===== src/rtl/br_wr_arbiter_if.sv =====
// Writeback request channels (ALU, load unit) and the single BR write port.
// Arbiter drives ready/busy/br_*; the requester side drives valid/addr/data.
interface br_wr_arbiter_if #(
  parameter int AW = 5,
  parameter int DW = 32
);
  logic          req0_valid;
  logic [AW-1:0] req0_addr;
  logic [DW-1:0] req0_data;
  logic          req0_ready;
  logic          req1_valid;
  logic [AW-1:0] req1_addr;
  logic [DW-1:0] req1_data;
  logic          req1_ready;
  logic          busy;
  logic          br_we;
  logic [AW-1:0] br_a3;
  logic [DW-1:0] br_wd3;

  modport master (
    output req0_valid, req0_addr, req0_data,
    output req1_valid, req1_addr, req1_data,
    input  req0_ready, req1_ready, busy, br_we, br_a3, br_wd3
  );

  modport slave (
    input  req0_valid, req0_addr, req0_data,
    input  req1_valid, req1_addr, req1_data,
    output req0_ready, req1_ready, busy, br_we, br_a3, br_wd3
  );
endinterface


===== src/rtl/br_wr_arbiter.sv =====
// Clears x1..x(2**AW-1) after reset, then round-robins BR's write port between two requesters.
// One registered stage (accept N, write on port N+1); ready is held low during the clear.
module br_wr_arbiter #(
  parameter int AW         = 5,
  parameter int DW         = 32,
  parameter bit INIT_CLEAR = 1'b1
) (
  input  logic            clk,
  input  logic            rst_n,
  br_wr_arbiter_if.slave  bus
);
  typedef enum logic {ST_INIT = 1'b0, ST_RUN = 1'b1} state_e;

  typedef struct packed {
    logic          we;
    logic [AW-1:0] a3;
    logic [DW-1:0] wd3;
  } br_wr_t;

  localparam state_e        ST_RST     = INIT_CLEAR ? ST_INIT : ST_RUN;
  localparam logic [AW-1:0] PTR_FIRST  = AW'(1);
  localparam logic [AW-1:0] PTR_LAST   = '1;

  state_e        state_q, state_d;
  logic [AW-1:0] ptr_q, ptr_d;
  logic          last_q, last_d;
  logic          busy_q, busy_d;
  br_wr_t        wr_q, wr_d;

  logic          grant;
  logic          acc0;
  logic          acc1;

  always_ff @(posedge clk or negedge rst_n) begin
    if (!rst_n) begin
      state_q <= ST_RST;
      ptr_q   <= PTR_FIRST;
      last_q  <= 1'b1;
      busy_q  <= INIT_CLEAR;
      wr_q    <= '0;
    end else begin
      state_q <= state_d;
      ptr_q   <= ptr_d;
      last_q  <= last_d;
      busy_q  <= busy_d;
      wr_q    <= wr_d;
    end
  end

  always_comb begin
    state_d = state_q;
    ptr_d   = ptr_q;
    last_d  = last_q;
    busy_d  = busy_q;
    wr_d    = wr_q;
    wr_d.we = 1'b0;
    if (state_q == ST_INIT) begin
      wr_d.we  = 1'b1;
      wr_d.a3  = ptr_q;
      wr_d.wd3 = '0;
      ptr_d    = ptr_q + PTR_FIRST;
      if (ptr_q == PTR_LAST) begin
        state_d = ST_RUN;
        busy_d  = 1'b0;
      end
    end else if (acc0) begin
      // x0 is architecturally zero: the handshake completes but nothing is written
      wr_d.we  = |bus.req0_addr;
      wr_d.a3  = bus.req0_addr;
      wr_d.wd3 = bus.req0_data;
      last_d   = 1'b0;
    end else if (acc1) begin
      wr_d.we  = |bus.req1_addr;
      wr_d.a3  = bus.req1_addr;
      wr_d.wd3 = bus.req1_data;
      last_d   = 1'b1;
    end
  end

  always_comb begin
    grant = 1'b0;
    if (bus.req0_valid && bus.req1_valid) begin
      grant = ~last_q;
    end else if (bus.req1_valid) begin
      grant = 1'b1;
    end
    acc0 = (state_q == ST_RUN) && bus.req0_valid && !grant;
    acc1 = (state_q == ST_RUN) && bus.req1_valid &&  grant;
  end

  assign bus.req0_ready = acc0;
  assign bus.req1_ready = acc1;
  assign bus.busy       = busy_q;
  assign bus.br_we      = wr_q.we;
  assign bus.br_a3      = wr_q.a3;
  assign bus.br_wd3     = wr_q.wd3;
endmodule


===== src/flat_wrapper.sv =====
// flat-port wrapper written by rule: the top's interface ports become plain ports
module br_wr_arbiter_flat 
#(
  parameter int AW         = 5,
  parameter int DW         = 32,
  parameter bit INIT_CLEAR = 1'b1
)
  (clk, rst_n, bus_req0_valid, bus_req0_addr, bus_req0_data, bus_req1_valid, bus_req1_addr, bus_req1_data, bus_req0_ready, bus_req1_ready, bus_busy, bus_br_we, bus_br_a3, bus_br_wd3);
  br_wr_arbiter_if #(.AW(AW), .DW(DW)) bus_i ();
  input  logic clk;
  input  logic rst_n;
  input wire logic [$bits(bus_i.req0_valid)-1:0] bus_req0_valid;
  input wire logic [$bits(bus_i.req0_addr)-1:0] bus_req0_addr;
  input wire logic [$bits(bus_i.req0_data)-1:0] bus_req0_data;
  input wire logic [$bits(bus_i.req1_valid)-1:0] bus_req1_valid;
  input wire logic [$bits(bus_i.req1_addr)-1:0] bus_req1_addr;
  input wire logic [$bits(bus_i.req1_data)-1:0] bus_req1_data;
  output wire logic [$bits(bus_i.req0_ready)-1:0] bus_req0_ready;
  output wire logic [$bits(bus_i.req1_ready)-1:0] bus_req1_ready;
  output wire logic [$bits(bus_i.busy)-1:0] bus_busy;
  output wire logic [$bits(bus_i.br_we)-1:0] bus_br_we;
  output wire logic [$bits(bus_i.br_a3)-1:0] bus_br_a3;
  output wire logic [$bits(bus_i.br_wd3)-1:0] bus_br_wd3;
  assign bus_i.req0_valid = bus_req0_valid;
  assign bus_i.req0_addr = bus_req0_addr;
  assign bus_i.req0_data = bus_req0_data;
  assign bus_i.req1_valid = bus_req1_valid;
  assign bus_i.req1_addr = bus_req1_addr;
  assign bus_i.req1_data = bus_req1_data;
  assign bus_req0_ready = bus_i.req0_ready;
  assign bus_req1_ready = bus_i.req1_ready;
  assign bus_busy = bus_i.busy;
  assign bus_br_we = bus_i.br_we;
  assign bus_br_a3 = bus_i.br_a3;
  assign bus_br_wd3 = bus_i.br_wd3;
  br_wr_arbiter #(.AW(AW), .DW(DW), .INIT_CLEAR(INIT_CLEAR)) u_core (.clk(clk), .rst_n(rst_n), .bus(bus_i));
endmodule

===== config.mk =====
export PLATFORM = sky130hd
export DESIGN_NAME = br_wr_arbiter_flat
export DESIGN_NICKNAME = d
export VERILOG_FILES = /design/src/rtl/br_wr_arbiter_if.sv /design/src/rtl/br_wr_arbiter.sv /design/src/flat_wrapper.sv
export SDC_FILE = /design/constraint.sdc
export NUM_CORES = 1
export LEC_CHECK = 0
export CAP_MARGIN = 20
export CORE_MARGIN = 8
export CORE_UTILIZATION = 38
export DETAILED_ROUTE_END_ITERATION = 8
export GPL_TIMING_DRIVEN = 0
export PLACE_DENSITY_LB_ADDON = 0.08
export RECOVER_POWER = 100
export SYNTH_ARGS = -nofsm -noshare
export SYNTH_HDL_FRONTEND = slang
export SYNTH_SLANG_ARGS = --single-unit

===== constraint.sdc =====
create_clock -name clk -period 1.6 [get_ports clk]
set_input_delay 0.32 -clock clk [delete_from_list [all_inputs] [get_ports clk]]
set_output_delay 0.32 -clock clk [all_outputs]
set_load 0.05 [all_outputs]

Word level (Yosys, flattened, before mapping):

Index checks and enable logic that the tools add are counted.

* $add $sub $neg: 1
* equality and inequality tests: 2
* muxes and demuxes: 9
* bitwise logic cells: 2
* reduce and logical (&&, ||, !) cells: 11

Operators by type and width (count)
* $mux W38: 3
* $reduce_or A5 Y1: 2
* $mux W1: 6
* $add A5 B1 Y5 const B: 1
* $eq A5 B5 Y1 const B: 1
* $logic_and A1 B1 Y1: 5
* $reduce_and A2 Y1: 2
* $ne A3 B3 Y1 const B: 1
* $not A1 Y1: 2
* $reduce_bool A2 Y1: 1
* $logic_not A1 Y1: 1

* flip-flop bits (word level): 46
* input port bits: 78
* output and inout bits: 41
* logic and storage cells: 32

Longest topological paths before layout:

* depth after elaboration: 6
* gate-level depth with buffers: 5
* gate-level depth less buffers: 4

Least setup slack after synthesis:

No wires, ideal clock.

* path kind: register to register
* from: reg u_core.last_q
* to: reg u_core.wr_q, in the netlist u_core.bus.br_a3[2]
* setup time: 126 ps
* data arrival time: 1387 ps
* data required time: 1474 ps
* path slack: 87 ps
* cell stages (with the launch flop): 6
* path buffers: 1
* period minus slack after synthesis: 1513 ps
* path through: dfstp_2 > nand2_1 > nand3_2 > inv_2 > buf_2 > a221o_1

* elaborated cells on any way between the ends: 8
* classes of those cells: eq/ne: 1; mux: 3; bitwise: 1; reduce/logical: 3

RTL lines
* start, declared: line br_wr_arbiter.sv:26 `logic last_q, last_d;`
* start signal, assigned: line br_wr_arbiter.sv:44 `last_q <= last_d;`
* $not A1 Y1: line br_wr_arbiter.sv:83 `grant = ~last_q;`
* $mux W1: line br_wr_arbiter.sv:82 `if (bus.req0_valid && bus.req1_valid) begin`
* $logic_and A1 B1 Y1: line br_wr_arbiter.sv:88 `acc1 = (state_q == ST_RUN) && bus.req1_valid && grant;`
* named net bus_req1_ready: line flat_wrapper.sv:19 `output wire logic [$bits(bus_i.req1_ready)-1:0] bus_req1_ready;`
* $ne A3 B3 Y1 (no line)
* end signal, assigned: line br_wr_arbiter.sv:46 `wr_q <= wr_d;`
* end, declared: line br_wr_arbiter.sv:28 `br_wr_t wr_q, wr_d;`

The timed path passes the listed nets, and every way through them passes these cells.
A chain may end at the register's enable or synchronous reset.

Worst setup path in the final report:

* from: reg u_core.last_q
* to: out bus_req0_ready

* word-level cells in the longest chain between the ends: 4

Ends and longest elaborated chain
* $not A1 Y1: line br_wr_arbiter.sv:83
* $mux W1: line br_wr_arbiter.sv:82
* $logic_not A1 Y1: line br_wr_arbiter.sv:87 `acc0 = (state_q == ST_RUN) && bus.req0_valid && !grant;`
* $logic_and A1 B1 Y1: line br_wr_arbiter.sv:87
* end, declared: line flat_wrapper.sv:18 `output wire logic [$bits(bus_i.req0_ready)-1:0] bus_req0_ready;`

No other way between the ends.

==> out/qor.csv <==
metric,value,unit
place_congestion,0.790,
hold_class,flop to flop,
drive_above_1_share,14.0,%
worstSetupPathType,flop to output port,
firstDrtPassIters,4,
outcome,finished with violations,
antenna_left,0,
slew_viol_final,0,
ys_seq_area_share,54.4,%
fin_cells,380,
ioPinCount,119,
start_util,39.0,%
fin_crit,1740,ps
cellLeakagePower,0.00159,uW
power_density,918,nW/um^2
syn_inst,172,
syn_area,2120,sq um
synth_cell_types,35,
rsz0062_at_grt,true,
setup_violations,21,
avgRoutedWirePerCell,18.3,um
dieHeight,90.7,um
grt_pass1_wl,11.6,mm
maxSlewHeadroom,54.9,%
antenna_found_initial,0,
htree_levels,2,
die_area,8230,sq um
clockRootBuffer,clkbuf_8,
place_area,3410,sq um
worstMarginPinSlew,677,ps
die_w,90.7,um
grt_max_degree,35,
ir_drop,650,uV
setup_ws,-144,ps
drv_cap,0,
layout.nets,387,
timing.fmax,574,MHz
clkTransAtPathRegs,80,ps
startpoint_type,flop,
fin_crit_sh,109,%
synth-seq-cells,46,
synth_area_per_cell,12.3,sq um
insertion_delay,290,ps
yosysWarnings,0,
hold_violations,0,
grt_overflow,0,
drcViolationCount,0,
grt_pass1_vias,2206,
cp-end-kind,output port,
cp_max_fo,4,
diodes,0,
grt_use_total,17.3,%
cts_tree,yes,
routed_via_density,5.20,
hpwl,5.19,mm
vias,1977,
required,1280,ps
cts-buffers-inserted,5,
cts_sinks,46,
synth_nets,252,
dp.cells,363,
finalSetupTns,-552,ps
clk_path_buf_depth,2,
core,5440,sq um
worstPathArrival,1420,ps
violations,negative setup slack,
drt-total-wl,6.97,mm
design_area,3560,sq um
clock_skew,6.11,ps
first_iter_violations,52,
rows,27,
worst_hold_slack,485,ps
port_buffers,118,
area_delta_synth_final,67.9,%
cells in the final DEF, fill, tap and decap left out, types with 2 or more instances in the layout:
cell / instances
a21oi_1: 4
a221o_1: 33
and2_0: 8
and2_1: 24
buf_4: 9
buf_6: 3
buf_8: 3
clkbuf_1: 6
clkbuf_8: 8
clkdlybuf4s50_1: 73
dfrtp_1: 43
dfstp_2: 3
dlygate4sd2_1: 40
dlygate4sd3_1: 2
ha_1: 2
inv_1: 2
mux2_2: 2
mux2i_1: 3
nand2_1: 2
nor2_1: 4
nor2b_1: 2
o211ai_1: 2
o221a_2: 3
or4_1: 2
xnor2_1: 3
power by group:
group	total (uW)	switching [uW]	internal, uW
clock network	735	387	347
registers	1340	53.4	1290
logic	1200	715	482
total	3270	1160	2120
metrics by stage:
| step | worst slack, ps | power, uW | util [%] |
|---|---|---|---|
| floorplan | 86.9 | 2050 | - |
| global placement | -1120 | 2590 | 62.4 |
| detailed placement | -1100 | 2600 | 62.7 |
| CTS | -216 | 3320 | 65.8 |
| global route | -201 | 3440 | 65.5 |
| finish | -144 | 3270 | 65.5 |
sequential cells by signal, summed over array words and instances (netlist names):
| signal | flops |
|---|---|
| u_core.bus.br_wd3 | 32 |
| u_core.bus.br_we | 1 |
| u_core.last_q | 1 |
| u_core.bus.busy | 1 |
| u_core.bus.br_a3 | 5 |
| u_core.state_q | 1 |
| u_core.ptr_q | 5 |
per-layer routing:
metal	global-route usage, %	routed length (um)	part of all wire (%)
met5	0	0	0
met4	4.16	76	1.1
met3	5.57	450	6.5
met2	28.4	3390	49
met1	21.3	3050	44
synth_stat cells, drive strengths merged:
| master | n | area (sq um) |
|---|---|---|
| inv | 3 | 11.3 |
| or2 | 1 | 6.26 |
| buf | 8 | 65.1 |
| nor2b | 2 | 12.5 |
| mux2 | 2 | 22.5 |
| nor3b | 1 | 7.51 |
| o221ai | 1 | 8.76 |
| nand2 | 2 | 7.51 |
| dfrtp | 43 | 1080 |
| and2 | 32 | 200 |
| ha | 2 | 25.0 |
| a21boi | 1 | 7.51 |
| dfstp | 3 | 78.8 |
| clkbuf | 5 | 18.8 |
| a31oi | 1 | 6.26 |
| or4 | 2 | 15.0 |
| o32ai | 1 | 8.76 |
| a21oi | 4 | 20.0 |
| and3 | 2 | 12.5 |
| nor2 | 4 | 15.0 |
| mux2i | 3 | 30.0 |
| xnor2 | 3 | 26.3 |
| o211ai | 2 | 15.0 |
| nand3 | 2 | 15.0 |
| nand2b | 1 | 6.26 |
| a221o | 33 | 330 |
| o2bb2ai | 1 | 8.76 |
| and2b | 1 | 7.51 |
| o221a | 3 | 33.8 |
| a21bo | 1 | 10.0 |
| a211oi | 1 | 7.51 |
| nand4 | 1 | 6.26 |
path summary, 6_finish.rpt:
path                            slack, ps                           endpoint                         from  cells after the start
max in group asynchronous             120          u_core.last_q$_DFFE_PN1P_                        rst_n                      3
worst max register to register        -30  u_core.bus.br_wd3[14]$_DFFE_PN0P_    u_core.last_q$_DFFE_PN1P_                      6
min in group asynchronous             570  u_core.bus.br_wd3[26]$_DFFE_PN0P_                        rst_n                      2
worst min register to register        490        u_core.bus.busy$_DFFE_PN1P_  u_core.bus.busy$_DFFE_PN1P_                      1
worst min-delay path                  490        u_core.bus.busy$_DFFE_PN1P_  u_core.bus.busy$_DFFE_PN1P_                      1
worst max-delay path                 -140                     bus_req0_ready    u_core.last_q$_DFFE_PN1P_                      4
what timing repair did:
item,CTS,global route
hold endpoints to repair,10,0
hold buffers,1,0
gates resized for setup,73,0
endpoints found under the setup margin,72,22
buffers inserted,7,2
cloned,0,0
layout make-up:
cell class                 count  area [sq um]
clock inverter                 2          12.5
timing repair buffer         129          1210
clock buffer                   6          82.6
fill                         478          1880
sequential                    46          1150
inverter                       3          13.8
tap                           72          90.1
multi-input combinational    110           890
buffer                        12           104
worst max-delay path, stage by stage, from the launching register on:
cell and delay [ps]:
dfstp_2 570, nand2b_4 130, and3_4 200, buf_8 100
buf_8 130
cells by family after synthesis:
| family | Yosys count | synth area share, % |
|---|---|---|
| buf+inv | 16 | 4.48 |
| xor+xnor | 3 | 1.24 |
| compound gates | 49 | 21.5 |
| flops | 46 | 54.4 |
| simple gates | 51 | 14.7 |
| fa+ha+maj | 2 | 1.18 |
| mux | 5 | 2.48 |
Power figures use the tool's default switching activity.
